**config.mk**
```make
export PLATFORM = sky130hd
export DESIGN_NAME = carfield_island_boot_ctrl
export DESIGN_NICKNAME = d
export VERILOG_FILES = /design/src/rtl/carfield_pkg.sv /design/src/rtl/carfield_rr_picker.sv /design/src/rtl/carfield_island_boot_ctrl.sv
export SDC_FILE = /design/constraint.sdc
export NUM_CORES = 1
export LEC_CHECK = 0
export CAP_MARGIN = 20
export CORE_UTILIZATION = 51
export CTS_BUF_LIST = sky130_fd_sc_hd__clkbuf_4 sky130_fd_sc_hd__clkbuf_8
export DETAILED_ROUTE_END_ITERATION = 16
export PLACE_DENSITY = 0.95
export SYNTH_ARGS = -nofsm -noshare
export SYNTH_HDL_FRONTEND = slang
export SYNTH_SLANG_ARGS = --single-unit
```
**constraint.sdc**
```tcl
create_clock -name clk_i -period 6.4 [get_ports clk_i]
set_input_delay 1.28 -clock clk_i [delete_from_list [all_inputs] [get_ports clk_i]]
set_output_delay 1.28 -clock clk_i [all_outputs]
set_load 0.01 [all_outputs]
```
**src/rtl/carfield_pkg.sv**
```systemverilog
// Shared Carfield types and constants for the island power/boot sequencer.
package carfield_pkg;

  typedef enum logic [1:0] {
    SafetyIslandIdx   = 2'd0,
    SecurityIslandIdx = 2'd1,
    IntClusterIdx     = 2'd2
  } island_idx_t;

  typedef enum logic [2:0] {
    IDLE,
    UP_CLK,
    UP_RST,
    UP_ISO,
    DN_ISO,
    DN_RST
  } boot_seq_state_e;

  localparam int unsigned IslandSettleCycles  = 16;
  localparam int unsigned IntClusterBootAddrW = 32;

  // Round-robin successor of an island index.
  function automatic int unsigned rr_next(input int unsigned cur, input int unsigned n);
    return (cur + 1 >= n) ? 0 : cur + 1;
  endfunction

endpackage

```
**src/rtl/carfield_rr_picker.sv**
```systemverilog
// Combinational round-robin search: first set bit at or after the pointer, with wrap-around.
module carfield_rr_picker #(
  parameter int unsigned NumIslands = 3,
  parameter int unsigned IdxW       = 2
) (
  input  logic [NumIslands-1:0] pending,
  input  logic [IdxW-1:0]       ptr,
  output logic                  valid,
  output logic [IdxW-1:0]       idx
);

  // Scan from the farthest offset down so the nearest pending index wins.
  always_comb begin
    valid = 1'b0;
    idx   = '0;
    for (int k = NumIslands - 1; k >= 0; k--) begin
      if (pending[(int'(ptr) + k) % NumIslands]) begin
        valid = 1'b1;
        idx   = IdxW'((int'(ptr) + k) % NumIslands);
      end
    end
  end

endmodule

```
**src/rtl/carfield_island_boot_ctrl.sv**
```systemverilog
// Shared power/boot sequencer: steps clock, reset, isolation and fetch-enable of one island at a time.
module carfield_island_boot_ctrl
  import carfield_pkg::*;
#(
  parameter int unsigned NumIslands   = 3,
  parameter int unsigned SettleCycles = IslandSettleCycles,
  parameter int unsigned CntWidth     = 8,
  parameter int unsigned BootAddrW    = IntClusterBootAddrW,
  localparam int unsigned IdxW        = (NumIslands > 1) ? $clog2(NumIslands) : 1
) (
  input  logic                            clk_i,
  input  logic                            rst_ni,
  input  logic [NumIslands-1:0]           target_on_i,
  input  logic [NumIslands*BootAddrW-1:0] boot_addr_i,
  output logic [NumIslands-1:0]           clk_en_o,
  output logic [NumIslands-1:0]           rst_no,
  output logic [NumIslands-1:0]           iso_o,
  output logic [NumIslands-1:0]           fetch_en_o,
  output logic [NumIslands*BootAddrW-1:0] boot_addr_o,
  output logic [NumIslands-1:0]           island_on_o,
  output logic                            busy_o,
  output logic                            done_o,
  output logic [IdxW-1:0]                 done_idx_o
);

  if (SettleCycles < 1 || SettleCycles > 2 ** CntWidth) begin : g_bad_settle
    $error("SettleCycles must lie in 1..2**CntWidth");
  end
  if (NumIslands < 1 || NumIslands > 8) begin : g_bad_islands
    $error("NumIslands must lie in 1..8");
  end

  localparam logic [CntWidth-1:0] SettleLoad = CntWidth'(SettleCycles - 1);

  boot_seq_state_e                 state_q, state_d;
  logic [CntWidth-1:0]             cnt_q, cnt_d;
  logic [IdxW-1:0]                 cur_q, cur_d, ptr_q, ptr_d;
  logic [NumIslands-1:0]           clk_en_q, clk_en_d, rst_n_q, rst_n_d, iso_q, iso_d;
  logic [NumIslands-1:0]           fetch_en_q, fetch_en_d, island_on_q, island_on_d;
  logic [NumIslands*BootAddrW-1:0] boot_addr_q, boot_addr_d;
  logic                            busy_q, busy_d, done_q, done_d;
  logic [IdxW-1:0]                 done_idx_q, done_idx_d;
  logic                            pick_valid, settle_done;
  logic [IdxW-1:0]                 pick_idx;

  carfield_rr_picker #(
    .NumIslands (NumIslands),
    .IdxW       (IdxW)
  ) i_picker (
    .pending (target_on_i ^ island_on_q),
    .ptr     (ptr_q),
    .valid   (pick_valid),
    .idx     (pick_idx)
  );

  assign settle_done = (cnt_q == '0);

  always_comb begin
    state_d     = state_q;
    cnt_d       = cnt_q;
    cur_d       = cur_q;
    ptr_d       = ptr_q;
    clk_en_d    = clk_en_q;
    rst_n_d     = rst_n_q;
    iso_d       = iso_q;
    fetch_en_d  = fetch_en_q;
    boot_addr_d = boot_addr_q;
    island_on_d = island_on_q;
    done_d      = 1'b0;
    done_idx_d  = done_idx_q;
    if (state_q != IDLE && !settle_done) cnt_d = cnt_q - CntWidth'(1);
    unique case (state_q)
      IDLE: begin
        if (pick_valid) begin
          cur_d = pick_idx;
          ptr_d = IdxW'(rr_next(int'(pick_idx), NumIslands));
          cnt_d = SettleLoad;
          if (target_on_i[pick_idx]) begin
            state_d            = UP_CLK;
            clk_en_d[pick_idx] = 1'b1;
            boot_addr_d[pick_idx*BootAddrW +: BootAddrW] = boot_addr_i[pick_idx*BootAddrW +: BootAddrW];
          end else begin
            state_d              = DN_ISO;
            fetch_en_d[pick_idx] = 1'b0;
            iso_d[pick_idx]      = 1'b1;
          end
        end
      end
      UP_CLK: if (settle_done) begin
        state_d        = UP_RST;
        cnt_d          = SettleLoad;
        rst_n_d[cur_q] = 1'b1;
      end
      UP_RST: if (settle_done) begin
        state_d      = UP_ISO;
        cnt_d        = SettleLoad;
        iso_d[cur_q] = 1'b0;
      end
      UP_ISO: if (settle_done) begin
        state_d            = IDLE;
        fetch_en_d[cur_q]  = 1'b1;
        island_on_d[cur_q] = 1'b1;
        done_d             = 1'b1;
        done_idx_d         = cur_q;
      end
      DN_ISO: if (settle_done) begin
        state_d        = DN_RST;
        cnt_d          = SettleLoad;
        rst_n_d[cur_q] = 1'b0;
      end
      DN_RST: if (settle_done) begin
        state_d            = IDLE;
        clk_en_d[cur_q]    = 1'b0;
        island_on_d[cur_q] = 1'b0;
        done_d             = 1'b1;
        done_idx_d         = cur_q;
      end
      default: state_d = IDLE;
    endcase
    busy_d = (state_d != IDLE);
  end

  always_ff @(posedge clk_i or negedge rst_ni) begin
    if (!rst_ni) begin
      state_q     <= IDLE;
      cnt_q       <= '0;
      cur_q       <= '0;
      ptr_q       <= '0;
      clk_en_q    <= '0;
      rst_n_q     <= '0;
      iso_q       <= '1;
      fetch_en_q  <= '0;
      boot_addr_q <= '0;
      island_on_q <= '0;
      busy_q      <= 1'b0;
      done_q      <= 1'b0;
      done_idx_q  <= '0;
    end else begin
      state_q     <= state_d;
      cnt_q       <= cnt_d;
      cur_q       <= cur_d;
      ptr_q       <= ptr_d;
      clk_en_q    <= clk_en_d;
      rst_n_q     <= rst_n_d;
      iso_q       <= iso_d;
      fetch_en_q  <= fetch_en_d;
      boot_addr_q <= boot_addr_d;
      island_on_q <= island_on_d;
      busy_q      <= busy_d;
      done_q      <= done_d;
      done_idx_q  <= done_idx_d;
    end
  end

  assign clk_en_o    = clk_en_q;
  assign rst_no      = rst_n_q;
  assign iso_o       = iso_q;
  assign fetch_en_o  = fetch_en_q;
  assign boot_addr_o = boot_addr_q;
  assign island_on_o = island_on_q;
  assign busy_o      = busy_q;
  assign done_o      = done_q;
  assign done_idx_o  = done_idx_q;

  // An island may only fetch when clocked, out of reset and de-isolated.
  for (genvar gi = 0; gi < NumIslands; gi++) begin : g_inv
    assert property (@(posedge clk_i) disable iff (!rst_ni)
      fetch_en_q[gi] |-> (!iso_q[gi] && rst_n_q[gi] && clk_en_q[gi]));
    assert property (@(posedge clk_i) disable iff (!rst_ni) rst_n_q[gi] |-> clk_en_q[gi]);
  end
  assert property (@(posedge clk_i) disable iff (!rst_ni) $countones(clk_en_q ^ $past(clk_en_q)) <= 1);
  assert property (@(posedge clk_i) disable iff (!rst_ni) $countones(rst_n_q ^ $past(rst_n_q)) <= 1);
  assert property (@(posedge clk_i) disable iff (!rst_ni) $countones(iso_q ^ $past(iso_q)) <= 1);
  assert property (@(posedge clk_i) disable iff (!rst_ni) $countones(fetch_en_q ^ $past(fetch_en_q)) <= 1);
  assert property (@(posedge clk_i) disable iff (!rst_ni) $countones(island_on_q ^ $past(island_on_q)) <= 1);

endmodule

```
==> results by group <==
Status
  • Status: finished clean

Route
  • DR pass1 iterations: 4
  • Routed wire length: 17.89 mm
  • Drt first-iter violations: 385
  • DR vias: 5309
  • Routed len/inst: 18.92 microns
  • DR DRC count: 0
  • Via density: 5.612
  • ANT nets after route: 0

Worst setup path
  • Worst path arrival time: 4870 ps
  • CP cell instances: clkdlybuf4s50_1 -> xnor2_2 -> o21ai_0 -> nor3_2 -> inv_2 -> a31oi_1 -> and3_2 -> mux2i_1
  • Buf/Inv on CP: 2
  • Largest stage delay on the critical path: 960 ps
  • Critical-path top delay cell: and3_2
  • Startpoint types: primary input
  • Crit end category: flip-flop
  • Required @ worst endpoint: 6750 ps
  • WS Path Type: primary input to flip-flop
  • Family with the most delay on the worst path: simple AND/OR/NAND/NOR gates
  • Worst-path fanout max: 32

Finish
  • Multi-input logic area: 2781 sq um
  • Most common cell after layout, fill and taps aside: clkdlybuf4s50_1
  • Layout filler cell count: 808
  • Sequential cell area: 3257 sq um
  • Ant diodes: 0
  • Area Growth Syn to Fin: 41.11%
  • Most frequent cells in the layout: clkdlybuf4s50_1 (214), dfrtp_1 (127), a22o_1 (65), nand2_1 (60), inv_1 (40)
  • Nets: 876
  • Share of cells above drive strength 1: 11.31%
  • Non-Filler Instances: 946

Logic synthesis
  • Synthesis Warnings: 0
  • Syn Area/Cell: 11.43 sq um
  • Post-synthesis net count: 670
  • Number of synthesized register bits: 130
  • Synth cell types: 51
  • Mapped cell area: 6391 sq um
  • Register area share after synthesis: 50.96%
  • FFs w/ async S/R, synth: 100.0%
  • EDFF count, synth: 0
  • Syn Inst Count: 559
  • Main synth FF type: dfrtp_1

CTS
  • Clk pin slew, worst setup/hold paths: 70 ps
  • PostCTS Resize Cnt: 0
  • Number of H-tree levels: 4
  • Max Root-Sink Buffers: 2
  • Clock insertion delay at the later pin of the skew report: 450 ps
  • Clk sink count: 130
  • Root Buffer: clkbuf_8
  • CTS tree: done
  • Setup Fix Bufs, Post-CTS: 0
  • TritonCTS Buffers: 17
  • CTS hold repair buffers: 0

Timing
  • Measured slew at the worst slew-check pin: 951.5 ps
  • Tcrit/Tclk final: 70.55%
  • Clock Skew: 7.976 ps
  • Final setup viols: 0
  • Final slew viol count: 0
  • RSZ-0062 raised after global routing: no
  • Setup slack after layout: 1885 ps
  • Fin crit period: 4515 ps
  • Final hold violation count: 0
  • Setup TNS: 0 ps
  • Max Clock Freq: 221.5 MHz
  • Slew margin rel.: 36.57%

Place
  • Placed insts: 913
  • Post-place setup slack: 1472 ps
  • Port Buffers: 215
  • Gpl congestion: 0.8419
  • DP Wirelength: 12.63 mm

Die
  • Core Area: 12110 sq um
  • Starting Density: 52.77%
  • Die Area: 12980 sq um
  • Die Span Y: 113.9 microns
  • # rows: 40
  • Die Span X: 113.9 microns
  • IO Pins: 216

Global route
  • Vias in the first global route: 5585
  • Initial antenna violation count: 0
  • Total gr overflow: 0
  • GR Util met1: 32.35%
  • Largest net degree at the start of global routing: 81
  • Met3 Usage GRT: 6.536%
  • GR Layer Usage met2: 49.90%
  • GR peak layer: met2
  • Global-route usage over all layers: 28.33%
  • First-pass GRT wire length: 28.11 mm

Power
  • Lkg Pwr: 4.051 nW
  • Maximum VDD drop: 0.0003136 V
  • Total power divided by cell area: 385.2 nW/um^2

Min path
  • Worst hold path class: flip-flop to flip-flop

Run
  • Max-Cap Viols: 0
through the flow:
stage / total power [mW] / area (sq um) / util [%] / hold slack [ps]
after detailed placement: 2.800 / 8612 / 71.11 / 474.0
after CTS: 3.481 / 8991 / 74.24 / 490.0
final: 3.474 / 9019 / 74.46 / 488.2
after global routing: 3.674 / 9019 / 74.46 / 511.3
after floorplan: 2.081 / 6391 / - / 495.7
after global placement: 2.712 / 8612 / 71.11 / 468.1
cell usage after synthesis (8+ instances only):
library cell	instances	area [sq um]
nand2_1	60	225.2
a21oi_1	8	40.04
o21ai_0	14	70.07
mux2_2	29	326.6
mux2_1	37	416.7
mux2i_1	32	320.3
dfrtp_1	127	3178
a22o_1	65	569.3
inv_1	40	150.1
a31oi_1	9	56.30
clkbuf_1	19	71.32
nor2_1	18	67.56
ha_1	10	125.1
final timing paths:
check,from,to,slack [ps],cells after the start
min in group asynchronous,rst_ni,boot_addr_o[92],690,1
max reg2reg,ptr_q[0],boot_addr_o[34],2660,9
max in group asynchronous,rst_ni,boot_addr_o[27],4410,3
min reg2reg,boot_addr_o[70],boot_addr_o[70],490,1
max,target_on_i[1],boot_addr_o[34],1880,8
min,boot_addr_o[70],boot_addr_o[70],490,1
metal layers:
metal / routed length, microns / part of all wire, %
met3: 1112 / 6.2
met2: 9316 / 52
met5: 0 / 0
met1: 6909 / 39
met4: 555 / 3.1
power by group:
part           total, mW  internal (mW)  switching (mW)
combinational       1.59          0.792           0.794
sequential          1.22           1.05           0.171
clock              0.664          0.348           0.317
total               3.47           2.19            1.28
flip-flops by register name (all words and copies together), names as in the netlist, named ones only:
register,cells
done_idx_o,2
cnt_q,8
ptr_q,2
state_q,3
done_o,1
boot_addr_o,96
cur_q,2
clk_en_o,3
fetch_en_o,3
iso_o,3
busy_o,1
layout make-up:
class	count	share of cell area [%]
multi-input cells	351	30.84
repair buffers	224	24.81
clock inverters	10	0.9156
well taps	168	2.331
clock buffers	22	3.288
inverters	41	1.706
flip-flops and latches	130	36.11
kinds of logic (layout without fill, tap and decap cells):
group	Yosys count	count (layout)	share of synthesized area, %
AO/OA/AOI/OAI	109	109	13.20
XOR/XNOR	10	10	1.723
adder cells (fa/ha/maj)	11	11	2.114
buffers and inverters	78	297	5.951
flip-flops	130	130	50.96
multiplexers	98	98	16.64
AND/OR/NAND/NOR	123	123	9.416
Note: power is estimated with default switching activity, not from simulation.
